$ cat src/rtl/my_filter_pkg.sv
// rtl/my_filter_pkg.sv - shared types and width helpers for the filter family
//
// Purpose: FIR state encoding plus helpers that derive the accumulator width
//          and the rounding constant from the sample/coefficient widths.
// Ports:   none (package).
package my_filter_pkg;

    typedef enum logic [2:0] {
        IDLE,
        MAC0,
        MAC1,
        MAC2,
        ROUND,
        OUT
    } fir_state_t;

    // Two guard bits above one product: three worst-case products cannot overflow.
    function automatic int fir_acc_w(input int din_w, input int coeff_w);
        return din_w + coeff_w + 2;
    endfunction

    // Half an LSB of the output scale; zero when there are no fractional bits.
    function automatic longint fir_round_const(input int frac);
        if (frac > 0) begin
            return 64'sd1 <<< (frac - 1);
        end
        return 64'sd0;
    endfunction

    localparam int FIR_ACC_W_DEFAULT = fir_acc_w(16, 18);
    localparam longint FIR_RND_DEFAULT = fir_round_const(14);

endpackage

$ cat src/rtl/my_round_sat.sv
// rtl/my_round_sat.sv - round-half-up, arithmetic shift and saturate to DOUT_W
//
// Purpose: combinational output scaler: r = (acc + 2^(FRAC-1)) >>> FRAC,
//          clamped to the signed DOUT_W range.
// Ports:   i_acc  - signed accumulator (ACC_W bits)
//          o_dout - rounded, saturated result (DOUT_W bits)
//          o_ovf  - high when r was outside the DOUT_W range
module my_round_sat
    import my_filter_pkg::*;
#(
    parameter int ACC_W  = 36,
    parameter int FRAC   = 14,
    parameter int DOUT_W = 16
) (
    input  logic signed [ACC_W-1:0]  i_acc,
    output logic signed [DOUT_W-1:0] o_dout,
    output logic                     o_ovf
);

    // One extra bit so adding the rounding constant to a near-max acc cannot wrap.
    localparam int SUM_W = ACC_W + 1;
    localparam logic signed [SUM_W-1:0] RND  = SUM_W'(fir_round_const(FRAC));
    localparam logic signed [SUM_W-1:0] MAXV = {{(SUM_W-DOUT_W+1){1'b0}}, {(DOUT_W-1){1'b1}}};
    localparam logic signed [SUM_W-1:0] MINV = {{(SUM_W-DOUT_W+1){1'b1}}, {(DOUT_W-1){1'b0}}};

    logic signed [SUM_W-1:0] w_sum;
    logic signed [SUM_W-1:0] w_r;

    assign w_sum = {i_acc[ACC_W-1], i_acc} + RND;
    assign w_r   = w_sum >>> FRAC;

    always_comb begin
        o_ovf  = 1'b0;
        o_dout = w_r[DOUT_W-1:0];
        if (w_r > MAXV) begin
            o_ovf  = 1'b1;
            o_dout = MAXV[DOUT_W-1:0];
        end else if (w_r < MINV) begin
            o_ovf  = 1'b1;
            o_dout = MINV[DOUT_W-1:0];
        end
    end

endmodule

$ cat src/rtl/my_iir_whitening_fir.sv
// rtl/my_iir_whitening_fir.sv - 3-tap FIR with one shared multiplier
//
// Purpose: e[n] = sat(round((C0*x[n] + C1*x[n-1] + C2*x[n-2]) / 2^FRAC)),
//          one sample per 6 clocks, valid/ready on input and output.
// Ports:   clk, rst        - clock, synchronous active-high reset
//          din_valid/ready - input handshake, din signed DIN_W
//          dout_valid/ready- output handshake, dout signed DOUT_W
//          sat_flag        - current dout was saturated (qualified by dout_valid)
//          busy            - FSM not in IDLE
module my_iir_whitening_fir
    import my_filter_pkg::*;
#(
    parameter int DIN_W    = 16,
    parameter int DOUT_W   = 16,
    parameter int COEFF_W  = 18,
    parameter int FRAC     = 14,
    parameter int COEFF_C0 = 16384,
    parameter int COEFF_C1 = -32768,
    parameter int COEFF_C2 = 16384
) (
    input  logic                     clk,
    input  logic                     rst,
    input  logic                     din_valid,
    output logic                     din_ready,
    input  logic signed [DIN_W-1:0]  din,
    output logic                     dout_valid,
    input  logic                     dout_ready,
    output logic signed [DOUT_W-1:0] dout,
    output logic                     sat_flag,
    output logic                     busy
);

    localparam int ACC_W  = fir_acc_w(DIN_W, COEFF_W);
    localparam int PROD_W = DIN_W + COEFF_W;

    localparam logic signed [COEFF_W-1:0] C0 = COEFF_W'(COEFF_C0);
    localparam logic signed [COEFF_W-1:0] C1 = COEFF_W'(COEFF_C1);
    localparam logic signed [COEFF_W-1:0] C2 = COEFF_W'(COEFF_C2);

    fir_state_t r_state;
    fir_state_t w_next;

    logic signed [DIN_W-1:0]   r_x0;
    logic signed [DIN_W-1:0]   r_x1;
    logic signed [DIN_W-1:0]   r_x2;
    logic signed [ACC_W-1:0]   r_acc;
    logic [1:0]                r_tap;
    logic signed [DOUT_W-1:0]  r_dout;
    logic                      r_dout_valid;
    logic                      r_sat;

    logic signed [DIN_W-1:0]   w_x_sel;
    logic signed [COEFF_W-1:0] w_c_sel;
    logic signed [PROD_W-1:0]  w_prod;
    logic signed [ACC_W-1:0]   w_prod_ext;
    logic signed [DOUT_W-1:0]  w_rs_dout;
    logic                      w_rs_ovf;

    // The tap index steers both operands of the single multiplier.
    always_comb begin
        w_x_sel = '0;
        w_c_sel = '0;
        case (r_tap)
            2'd0: begin w_x_sel = r_x0; w_c_sel = C0; end
            2'd1: begin w_x_sel = r_x1; w_c_sel = C1; end
            2'd2: begin w_x_sel = r_x2; w_c_sel = C2; end
            default: begin w_x_sel = '0; w_c_sel = '0; end
        endcase
    end

    assign w_prod     = w_x_sel * w_c_sel;
    assign w_prod_ext = {{(ACC_W-PROD_W){w_prod[PROD_W-1]}}, w_prod};

    my_round_sat #(
        .ACC_W  (ACC_W),
        .FRAC   (FRAC),
        .DOUT_W (DOUT_W)
    ) u_round_sat (
        .i_acc  (r_acc),
        .o_dout (w_rs_dout),
        .o_ovf  (w_rs_ovf)
    );

    always_comb begin
        w_next    = r_state;
        din_ready = 1'b0;
        busy      = 1'b1;
        case (r_state)
            IDLE: begin
                busy      = 1'b0;
                din_ready = !rst;
                if (din_valid) w_next = MAC0;
            end
            MAC0:  w_next = MAC1;
            MAC1:  w_next = MAC2;
            MAC2:  w_next = ROUND;
            ROUND: w_next = OUT;
            OUT:   if (dout_ready) w_next = IDLE;
            default: w_next = IDLE;
        endcase
    end

    always_ff @(posedge clk) begin
        if (rst) begin
            r_state      <= IDLE;
            r_x0         <= '0;
            r_x1         <= '0;
            r_x2         <= '0;
            r_acc        <= '0;
            r_tap        <= '0;
            r_dout       <= '0;
            r_dout_valid <= 1'b0;
            r_sat        <= 1'b0;
        end else begin
            r_state <= w_next;
            case (r_state)
                IDLE: begin
                    if (din_valid) begin
                        r_x0  <= din;
                        r_x1  <= r_x0;
                        r_x2  <= r_x1;
                        r_acc <= '0;
                        r_tap <= 2'd0;
                    end
                end
                MAC0, MAC1, MAC2: begin
                    r_acc <= r_acc + w_prod_ext;
                    r_tap <= r_tap + 2'd1;
                end
                ROUND: begin
                    r_dout       <= w_rs_dout;
                    r_sat        <= w_rs_ovf;
                    r_dout_valid <= 1'b1;
                    r_tap        <= 2'd0;
                end
                OUT: begin
                    // dout keeps its last value after the transfer.
                    if (dout_ready) begin
                        r_dout_valid <= 1'b0;
                        r_sat        <= 1'b0;
                    end
                end
                default: ;
            endcase
        end
    end

    assign dout       = r_dout;
    assign dout_valid = r_dout_valid;
    assign sat_flag   = r_sat;

endmodule

$ cat config.mk
export PLATFORM = sky130hd
export DESIGN_NAME = my_iir_whitening_fir
export DESIGN_NICKNAME = d
export VERILOG_FILES = /design/src/rtl/my_filter_pkg.sv /design/src/rtl/my_round_sat.sv /design/src/rtl/my_iir_whitening_fir.sv
export SDC_FILE = /design/constraint.sdc
export NUM_CORES = 1
export LEC_CHECK = 0
export ABC_CLOCK_PERIOD_IN_PS = 7600
export BUFFER_PORTS_ARGS = -buffer_cell sky130_fd_sc_hd__buf_2
export CORE_UTILIZATION = 35
export DETAILED_ROUTE_END_ITERATION = 12
export SLEW_MARGIN = 20
export SYNTH_ARGS = -nofsm -noshare
export SYNTH_HDL_FRONTEND = slang
export SYNTH_SLANG_ARGS = --single-unit
$ cat constraint.sdc
create_clock -name clk -period 7.6 [get_ports clk]
set_clock_uncertainty 0.05 [all_clocks]
set_input_delay 1.52 -clock clk [delete_from_list [all_inputs] [get_ports clk]]
set_output_delay 1.52 -clock clk [all_outputs]
set_load 0.01 [all_outputs]
## After elaboration in Yosys (flattened, before gate mapping)

Cells that the tools add are included.

| storage, ports and cells | value |
|---|---|
| register bits | 107 |
| input bits | 20 |

| operators by class | value |
|---|---|
| add/sub/neg operators | 3 |
| $mul | 1 |
| order comparisons | 2 |
| eq/ne operators | 9 |
| mux-type cells | 18 |
| reduce and logical (&&, ||, !) cells | 13 |

Operator list:

| operator | number |
|---|---|
| 36-bit one-hot mux with 2 select lines | 1 |
| 16-bit one-hot mux with 3 select lines | 1 |
| 36-bit by 15-bit adder with 37-bit output (second input constant) | 1 |
| 36-bit by 34-bit adder with 36-bit output | 1 |
| 36-bit two-way mux | 1 |
| 18-bit one-hot mux with 2 select lines | 1 |
| 16-bit by 18-bit multiplier with 34-bit output | 1 |
| 16-bit two-way mux | 2 |
| 23-bit by 16-bit > comparator with 1-bit output (second input constant) | 1 |
| 23-bit by 16-bit less-than comparator with 1-bit output (second input constant) | 1 |
| 3-bit one-hot mux with 6 select lines | 1 |
| 2-bit AND reduction | 5 |
| 3-bit by 2-bit equality test with 1-bit output (second input constant) | 2 |
| 3-bit equality test (second input constant) | 2 |
| 3-bit two-way mux | 2 |
| 2-bit one-hot mux with 3 select lines | 1 |
| 1-bit two-way mux | 5 |
| 2-bit inequality test (second input constant) | 2 |
| 1-bit one-hot mux with 2 select lines | 2 |
| 2-bit nonzero test | 2 |
| 3-bit by 1-bit equality test with 1-bit output (second input constant) | 1 |
| 3-bit zero test | 1 |
| 3-bit nonzero test | 1 |
| 3-bit OR reduction | 1 |
| 7 further kinds | 7 |

## Depth between registers and ports, before layout

Gate-level depths: netlist of run 1.

| depth | value |
|---|---|
| word-level depth | 6 |
| depth in mapped cells | 27 |

## Modules after synthesis

From an unflattened synthesis of run 1, not the netlist that was laid out.

| unflattened totals | value |
|---|---|
| cells, all modules | 1,069 |
| area, all modules | 9,237.6 sq um |

By module, submodules not included:

| module | times used | cells each | area an instance (sq um) | sequential area each (sq um) |
|---|---|---|---|---|
| my_iir_whitening_fir | 1 | 962 | 8,470.6 | 1,861.8 |
| my_round_sat | 1 | 107 | 767.0 | 0.0 |

## Worst setup path before layout of run 1

Ideal clock, no wire load.

| timing | value |
|---|---|
| path kind | register to register |
| start | register r_tap[0] |
| end | register r_acc[35] |
| library setup time | 0.128 ns |
| arrival | 6.505 ns |
| path slack | 0.918 ns |
| stages on the path, launching flop included | 28 |
| path buffers | 3 |
| clock period less this slack | 6.682 ns |
| path through | dfxtp_1 -> inv_1 -> ha_1 -> buf_2 -> clkbuf_1 -> a222oi_1 -> nor2_1 -> fa_1 -> inv_1 -> fa_1 -> inv_1 -> fa_1 -> inv_1 -> fa_1 -> inv_1 -> fa_1 -> inv_1 -> fa_1 -> inv_1 -> ha_1 -> clkbuf_1 -> a21o_1 -> a21oi_1 -> o21ai_0 -> a21o_1 -> a31oi_1 -> xnor2_1 -> o21ai_1 |

| between the ends | value |
|---|---|
| word-level cells in the longest chain between the ends | 6 |

Ends and longest elaborated chain:

| element | line | source |
|---|---|---|
| start: declaration | my_iir_whitening_fir.sv:47 | `logic [1:0] r_tap;` |
| start signal: assignment | my_iir_whitening_fir.sv:128 | `r_tap <= r_tap + 2'd1;` |
| 2-bit equality test / 2-bit zero test (equally long branches) | my_iir_whitening_fir.sv:63 | `case (r_tap)` |
| 2-bit OR reduction (no line) | - |  |
| 18-bit one-hot mux with 2 select lines | my_iir_whitening_fir.sv:63 |  |
| 16-bit by 18-bit multiplier with 34-bit output * | my_iir_whitening_fir.sv:71 | `assign w_prod = w_x_sel * w_c_sel;` |
| 36-bit by 34-bit adder with 36-bit output * | my_iir_whitening_fir.sv:127 | `r_acc <= r_acc + w_prod_ext;` |
| 36-bit one-hot mux with 2 select lines * | my_iir_whitening_fir.sv:116 | `case (r_state)` |
| end signal: assignment | my_iir_whitening_fir.sv:127 |  |
| end: declaration | my_iir_whitening_fir.sv:46 | `logic signed [ACC_W-1:0] r_acc;` |

Mark *: on every way between the ends. The rest lies on a longest branch, timed or not.
A chain may end at the register's enable or synchronous reset.

## Worst setup path after layout of run 1

| timing | value |
|---|---|
| start | register r_tap[0] |
| end | register r_acc[33] |

The elaborated chain is that of the path after synthesis.

==> results.cfg, run 1 <==
[die]
dieArea_mm2 = 0.0251
core_mm2 = 0.0238
die_w_um = 158
ioPinCount = 40
die_y_um = 158
initial_utilization = 0.360
placementRows = 56

[critical_path]
crit_fanout = 18
critPathArrivalTime_ns = 7.22
r2r_slack_ns = 0.57
required_ns = 7.79
cpMostUsedCell = fa_1
worstPathCellList = inv_1 -> ha_1 -> a222oi_1 -> nor2_1 -> fa_1 -> fa_1 -> fa_1 -> fa_1 -> fa_1 -> inv_1 -> fa_1 -> inv_1 -> ha_1 -> nand2_1 -> nor2_1 -> a211oi_1 -> o2bb2ai_2 -> a311oi_2 -> xor2_1 -> o21ai_1
end_kind = register
r2r-start = r_tap[0]
max_stage_delay_ns = 0.73
crit_path_start = r_tap[0]
start_kind = register
crit_slowest_cell = fa_1
path_class = reg -> reg

[clock_network]
hold_buffers = 0
cts_setup_buffers = 0
clkLatencyLatePin_ns = 0.36
cts_resized = 0
clock-sinks = 93
root_buffer = clkbuf_16
h-tree-depth = 3
cts_tree = yes
numCtsBuffers = 9
clk_path_buf_depth = 2
clk_pin_slew_ns = 0.08

[timing]
min_period_ns = 7.03
rsz0062_at_grt = false
clock.fmax_mhz = 142
tightest_slew_ns = 0.896
finalSetupTns_ns = 0
setup_slack_ns = 0.573
drv_slew = 0
finalSetupViolCount = 0
fin_crit_sh = 0.925
maxSlewHeadroom = 0.403
hold_viol = 0

[layout]
diodes = 0
mostFrequentLayoutCell = inv_1
instances_no_fill = 1320
finalNetCount = 1217
layout-drive-gt1-share = 0.0819
layout_common_cells = 197 x inv_1, 138 x nand2_1, 113 x fa_1
areaGrowthSynthToFinish_pct = 9.29

[logic_synthesis]
synth_cell_types = 49
synthArstFlopShare = 0
syn-instance-count = 974
synth_seq_area_share = 0.217
synth_area_mm2 = 0.00856
synth_edf_count = 0
postSynthAreaPerCell_um2 = 8.79
ys_ff_latch = 93
syn_nets = 1195
ys_warn_count = 0
ys.flop_type = dfxtp_1

[drt]
wl_met1_mm = 7.81
drt_iter0_drc = 420
wirelength_mm = 17.8
dr.max_layer_used = met4
routed_via_density = 4.82
via_count = 6364
drc = 0
route.met3.wl_um = 538
first_pass_iters = 6
dr_wl_met2_mm = 9.25
ant_nets = 0
wire_per_inst_um = 13.5

[grt]
grt_util_all_layers = 0.154
antenna_found_initial = 0
grt_overflow = 0
grt_pass1_wl_mm = 30.3
grt_max_degree = 86
grt_pass1_vias = 6240

[placement]
gp_congestion = 0.836
dpl.hpwl_mm = 14.1
place_inst = 1304
place_ws_ns = 0.503
numPortBuffers = 39

[job]
cap_violations = 0

[hold_path]
hold_class = reg -> reg
hp-start = dout[4]

[pwr]
peakVddDrop_mv = 0.142
p_leak_nw = 4.53
p_per_area_mw_per_mm2 = 248

[status]
status = complete, no violations
==> synth_stat cells, types with 2 or more instances <==
library cell / count / area share
and2_1: 2 / 0.0015
buf_1: 2 / 0.00088
o21bai_1: 3 / 0.0026
nor2_1: 53 / 0.023
and3_1: 2 / 0.0015
xor2_1: 10 / 0.010
buf_2: 11 / 0.0064
a211oi_1: 3 / 0.0026
nor2b_1: 6 / 0.0044
nand2_1: 138 / 0.061
a21oi_1: 83 / 0.049
xnor2_1: 20 / 0.020
and4_1: 2 / 0.0020
fa_1: 113 / 0.26
a2bb2oi_1: 2 / 0.0020
nor3b_1: 4 / 0.0035
a2111oi_2: 2 / 0.0035
dfxtp_1: 93 / 0.22
a22oi_1: 10 / 0.0088
a21oi_2: 2 / 0.0020
nand4_1: 2 / 0.0015
ha_1: 88 / 0.13
or2_2: 7 / 0.0051
a222oi_1: 15 / 0.018
nand3_1: 4 / 0.0023
buf_4: 3 / 0.0026
o21ai_0: 8 / 0.0047
inv_1: 197 / 0.086
nand2b_1: 4 / 0.0029
o211ai_1: 17 / 0.015
a21o_1: 11 / 0.0096
nor3_1: 5 / 0.0029
or2_1: 2 / 0.0015
clkbuf_1: 23 / 0.010
o21a_1: 3 / 0.0026
o21ai_1: 9 / 0.0053
a31oi_1: 3 / 0.0022
==> cells by family after synthesis <==
family / Yosys count / share of synthesized area
AOI/OAI and AO/OA: 178 / 0.136
xor gates and xnor gates: 30 / 0.0307
adders and majority gates: 201 / 0.393
buffers and inverters: 237 / 0.107
DFF: 93 / 0.217
muxes: 1 / 0.00117
and+or+nand+nor: 234 / 0.115
==> worst max-delay path: cells and delay by family, from the launching register on <==
family / cells / cell delay (ns)
and+or+nand+nor: 3 / 0.40
xor gates and xnor gates: 1 / 0.18
DFF: 1 / 0.45
buffers and inverters: 3 / 0.19
AOI/OAI and AO/OA: 5 / 1.33
adders and majority gates: 8 / 4.29
==> metrics by stage <==
stage | power, mW | hold WS, ns | area [µm²] | util
after floorplan | 1.60 | 0.386 | 8560 | -
after global placement | 1.89 | 0.387 | 9070 | 0.382
after detailed placement | 1.90 | 0.391 | 9070 | 0.382
after CTS | 2.37 | 0.401 | 9360 | 0.394
after global routing | 2.57 | 0.418 | 9360 | 0.394
final | 2.32 | 0.398 | 9360 | 0.394
==> per-layer routing <==
| layer | vias to the layer above | GRT usage |
|---|---|---|
| li1 | 3130 | - |
| met1 | 3128 | 0.196 |
| met2 | 94 | 0.274 |
| met3 | 12 | 0.0191 |
| met4 | 0 | 0.0412 |
| met5 | - | 0 |
==> path summary, 6_finish.rpt <==
path               end  cells after the start
max          r_acc[33]                     20
max reg2reg  r_acc[33]                     20
min reg2reg    dout[4]                      2
min            dout[4]                      2
==> power by group <==
part	total, mW	switching [mW]	internal, mW
Sequential	0.599	0.0588	0.540
Combinational	1.27	0.777	0.495
Clock	0.453	0.224	0.230
==> area by class of cell <==
class / count / area [µm²]
Clock inverter: 7 / 62.6
Inverter: 198 / 743
Clock buffer: 9 / 225
Sequential cell: 93 / 1860
Fill cell: 2426 / 14400
Multi-Input combinational cell: 644 / 5790
Timing Repair Buffer: 50 / 278
Tap cell: 319 / 399
==> sequential cells by signal, indices dropped and copies added (netlist names) <==
register / cells
r_x2: 16
dout_valid: 1
sat_flag: 1
r_state: 3
r_acc: 22
r_tap: 2
r_x0: 16
dout: 16
r_x1: 16
Power figures use the tool's default switching activity.
==> inputs of run 2 (changes only) <==
ABC_CLOCK_PERIOD_IN_PS = not set   (was 7600)
clock period = 7.4 ns   (was 7.6 ns; I/O delays follow)
==> results.cfg, run 2 (synthesized netlist as in run 1, its figures left out) <==
[critical_path]
cpMostUsedCell = inv_1
end_kind = register
required_ns = 7.58
crit_slowest_cell = fa_1
critPathArrivalTime_ns = 7.12
worstPathCellList = inv_1 -> ha_2 -> a222oi_1 -> nor2_1 -> fa_1 -> inv_1 -> fa_1 -> inv_1 -> fa_1 -> inv_1 -> fa_1 -> inv_1 -> fa_1 -> inv_1 -> fa_1 -> inv_1 -> ha_1 -> a21o_1 -> a21oi_1 -> o21ai_0 -> a21o_1 -> a31oi_1 -> xnor2_1 -> o21ai_1
start_kind = register
crit_fanout = 18
max_stage_delay_ns = 0.63
path_class = reg -> reg

[layout]
diodes = 0
instances_no_fill = 1321
layout-drive-gt1-share = 0.0868
post-route-cell-area_mm2 = 0.00940
layout_common_cells = 196 x inv_1, 138 x nand2_1, 112 x fa_1
largest_register_ffs = 22
areaGrowthSynthToFinish_pct = 9.75
nFillCells = 2379
finalNetCount = 1218
utilization = 0.396
regMostFlops = r_acc
mostFrequentLayoutCell = inv_1

[pwr]
peakVddDrop_mv = 0.129
p_leak_nw = 4.53
p_per_area_mw_per_mm2 = 258
power_mw = 2.43

[timing]
maxSlewHeadroom = 0.407
rsz0062_at_grt = false
whs_ns = 0.399
fin_crit_sh = 0.938
min_period_ns = 6.94
setup_slack_ns = 0.459
finalSetupViolCount = 0
tightest_slew_ns = 0.889
hold_viol = 0
drv_slew = 0
clock.fmax_mhz = 144
finalSetupTns_ns = 0

[clock_network]
clk_path_buf_depth = 2
h-tree-depth = 3
clkLatencyLatePin_ns = 0.35
root_buffer = clkbuf_16
numCtsBuffers = 9
clk_pin_slew_ns = 0.07
clock-sinks = 93
cts_tree = yes

[placement]
gp_congestion = 0.805
place_inst = 1304
numPortBuffers = 39
place_ws_ns = 0.271
placed_cell_area_mm2 = 0.00907
dpl.hpwl_mm = 14.4

[die]
dieArea_mm2 = 0.0251
placementRows = 56
die_w_um = 158
core_mm2 = 0.0238
initial_utilization = 0.360
die_y_um = 158
ioPinCount = 40

[drt]
wire_per_inst_um = 13.6
drc = 0
first_pass_iters = 5
via_count = 6303
drt_iter0_drc = 340
routed_via_density = 4.77
wirelength_mm = 17.9
ant_nets = 0

[hold_path]
hold_class = reg -> reg

[grt]
grt_pass1_vias = 6314
grt_util_all_layers = 0.154
antenna_found_initial = 0
grt_overflow = 0
grt_pass1_wl_mm = 30.4
grt_max_degree = 86

[status]
status = complete, no violations

[job]
cap_violations = 0
[run 2: final cells by class]
type | count | area, µm² | share of cell area
clock inverter | 7 | 86.3 | 0.00919
sequential | 93 | 1860 | 0.198
tap | 319 | 399 | 0.0425
clock buffer | 9 | 225 | 0.0240
multi-input combinational | 644 | 5800 | 0.617
inverter | 198 | 743 | 0.0791
timing repair buffer | 51 | 285 | 0.0304
[run 2: layer usage]
metal / wire length (µm) / global-route usage / up-vias / part of all wire
met3: 439 / 0.0210 / 10 / 0.024
met2: 9310 / 0.276 / 78 / 0.52
li1: - / - / 3139 / -
met1: 8030 / 0.197 / 3076 / 0.45
met5: 0 / 0 / - / 0
met4: 176 / 0.0311 / 0 / 0.0098
[run 2: worst max-delay path: cells and delay by family (launching register included)]
| family | cells | cell delay [ns] |
|---|---|---|
| DFF | 1 | 0.45 |
| and+or+nand+nor | 1 | 0.17 |
| adders and majority gates | 8 | 4.11 |
| buffers and inverters | 7 | 0.56 |
| AOI/OAI and AO/OA | 7 | 1.33 |
| xor gates and xnor gates | 1 | 0.14 |
[run 2: what timing repair did]
| item | 4_1_cts | 5_1_grt |
|---|---|---|
| hold buffers | 0 | 0 |
| resized for setup | 0 | 5 |
| setup buffers | 0 | 1 |
| endpoints found under the setup margin | 0 | 5 |
[run 2: where the power goes]
part	internal (mW)	leakage, nW	switching (mW)
registers	0.555	0.754	0.0598
clock network	0.270	0.150	0.224
logic	0.513	3.63	0.805
[run 2: worst paths after layout]
kind                             endpoint  slack [ns]  startpoint  cells past startpoint
worst max-delay path            r_acc[35]        0.46    r_tap[0]                     24
worst min register to register    dout[5]        0.40     dout[5]                      2
worst max register to register  r_acc[35]        0.46    r_tap[0]                     24
worst min-delay path              dout[5]        0.40     dout[5]                      2
==> inputs of run 3 (changes only) <==
clock period = 7.87 ns   (was 7.4 ns; I/O delays follow)
==> results.cfg, run 3 (synthesized netlist as in run 1, its figures left out) <==
[layout]
areaGrowthSynthToFinish_pct = 9.12
instances_no_fill = 1320
finalNetCount = 1217
layout_common_cells = 197 x inv_1, 138 x nand2_1, 113 x fa_1
mostFrequentLayoutCell = inv_1
layout-drive-gt1-share = 0.0799
diodes = 0
largest_register_ffs = 22
regMostFlops = r_acc

[clock_network]
clk_path_buf_depth = 2
clkLatencyLatePin_ns = 0.36
clk_pin_slew_ns = 0.07
clock-sinks = 93
cts_setup_buffers = 0
cts_tree = yes
cts_resized = 0
root_buffer = clkbuf_16
numCtsBuffers = 9
h-tree-depth = 3
hold_buffers = 0

[critical_path]
crit_fanout = 18
start_kind = register
worstPathCellList = inv_1 -> ha_1 -> a222oi_1 -> nor2_1 -> fa_1 -> fa_1 -> fa_1 -> fa_1 -> fa_1 -> inv_1 -> fa_1 -> inv_1 -> ha_1 -> nand2_1 -> nor2_1 -> a211oi_1 -> o2bb2ai_2 -> a311oi_2 -> xor2_1 -> o21ai_1
max_stage_delay_ns = 0.71
required_ns = 8.06
critPathArrivalTime_ns = 7.29
end_kind = register
crit_family = adder cells
path_class = reg -> reg
cpMostUsedCell = fa_1
crit_buf_inv = 3
crit_slowest_cell = fa_1

[timing]
min_period_ns = 7.10
drv_slew = 0
tightest_slew_ns = 0.959
rsz0062_at_grt = false
maxSlewHeadroom = 0.359
clock.fmax_mhz = 141
finalSetupViolCount = 0
fin_crit_sh = 0.902
hold_viol = 0
finalSetupTns_ns = 0

[die]
die_y_um = 158
initial_utilization = 0.360
ioPinCount = 40
die_w_um = 158
core_mm2 = 0.0238
dieArea_mm2 = 0.0251
placementRows = 56

[hold_path]
hold_class = reg -> reg

[drt]
drt_iter0_drc = 359
wirelength_mm = 17.8
routed_via_density = 4.75
drc = 0
via_count = 6267
first_pass_iters = 7
ant_nets = 0
wire_per_inst_um = 13.5

[pwr]
pwr-share-seq = 0.259
clock_power_share = 0.188
p_leak_nw = 4.51
peakVddDrop_mv = 0.110
p_int_mw = 1.22
p_per_area_mw_per_mm2 = 239
switching_share = 0.454
p_switching_mw = 1.01
p_comb_frac = 0.553

[grt]
antenna_found_initial = 0
grt_pass1_wl_mm = 30.8
grt_overflow = 0
grt_pass1_vias = 6400
grt_util_all_layers = 0.156
grt_max_degree = 87

[status]
status = complete, no violations

[job]
cap_violations = 0

[placement]
place_inst = 1304
gp_congestion = 0.815
numPortBuffers = 39
dpl.hpwl_mm = 14.3
run 3: changes by cell type in the layout (fill, tap and decap cells not counted), sizes merged:
cell      delta
buf          -1
bufinv       -1
clkbuf       +1
clkinv       +1
clkinvlp     +1
inv          -2
run 3: through the flow:
stage	util	total power [mW]	worst slack (ns)	hold slack, ns	cell area [µm²]
2_1_floorplan	-	1.55	1.19	0.386	8560
3_3_place_gp	0.382	1.82	0.909	0.386	9070
3_5_place_dp	0.382	1.84	0.797	0.393	9070
4_1_cts	0.393	2.28	0.754	0.402	9340
5_1_grt	0.393	2.47	0.314	0.423	9340
6_report	0.393	2.23	0.772	0.396	9340
run 3: final cells by class:
| cell class | instances | area [µm²] |
|---|---|---|
| multi-input combinational | 644 | 5790 |
| inverter | 198 | 743 |
| clock buffer | 10 | 229 |
| clock inverter | 6 | 46.3 |
| tap | 319 | 399 |
| timing repair buffer | 50 | 278 |
| fill | 2400 | 14400 |
| sequential | 93 | 1860 |
run 3: worst paths after layout:
check / from / to / slack [ns] / cells after the start
max: r_tap[0] / r_acc[33] / 0.77 / 20
min: dout[1] / dout[1] / 0.40 / 2
max reg2reg: r_tap[0] / r_acc[33] / 0.77 / 20
min reg2reg: dout[1] / dout[1] / 0.40 / 2
run 3: power groups by stage:
stage / clock, mW / sequential, mW / combinational [mW]
final: 0.420 / 0.578 / 1.23
after global routing: 0.447 / 0.586 / 1.44
after CTS: 0.435 / 0.578 / 1.26
after detailed placement: 0 / 0.590 / 1.25
after global placement: 0 / 0.589 / 1.23
after floorplan: 0 / 0.567 / 0.981
run 3: layer usage:
layer,vias to the layer above,share of wire,GRT usage
li1,3126,-,-
met2,67,0.51,0.278
met5,-,0,0
met1,3062,0.45,0.200
met4,0,0.011,0.0362
met3,12,0.021,0.0199
run 3: worst register-to-register path: cells and delay by family (launching register included):
family	cells	cell delay, ns
AOI/OAI and AO/OA	5	1.37
xor gates and xnor gates	1	0.19
adders and majority gates	8	4.30
buffers and inverters	3	0.20
DFF	1	0.45
and+or+nand+nor	3	0.41
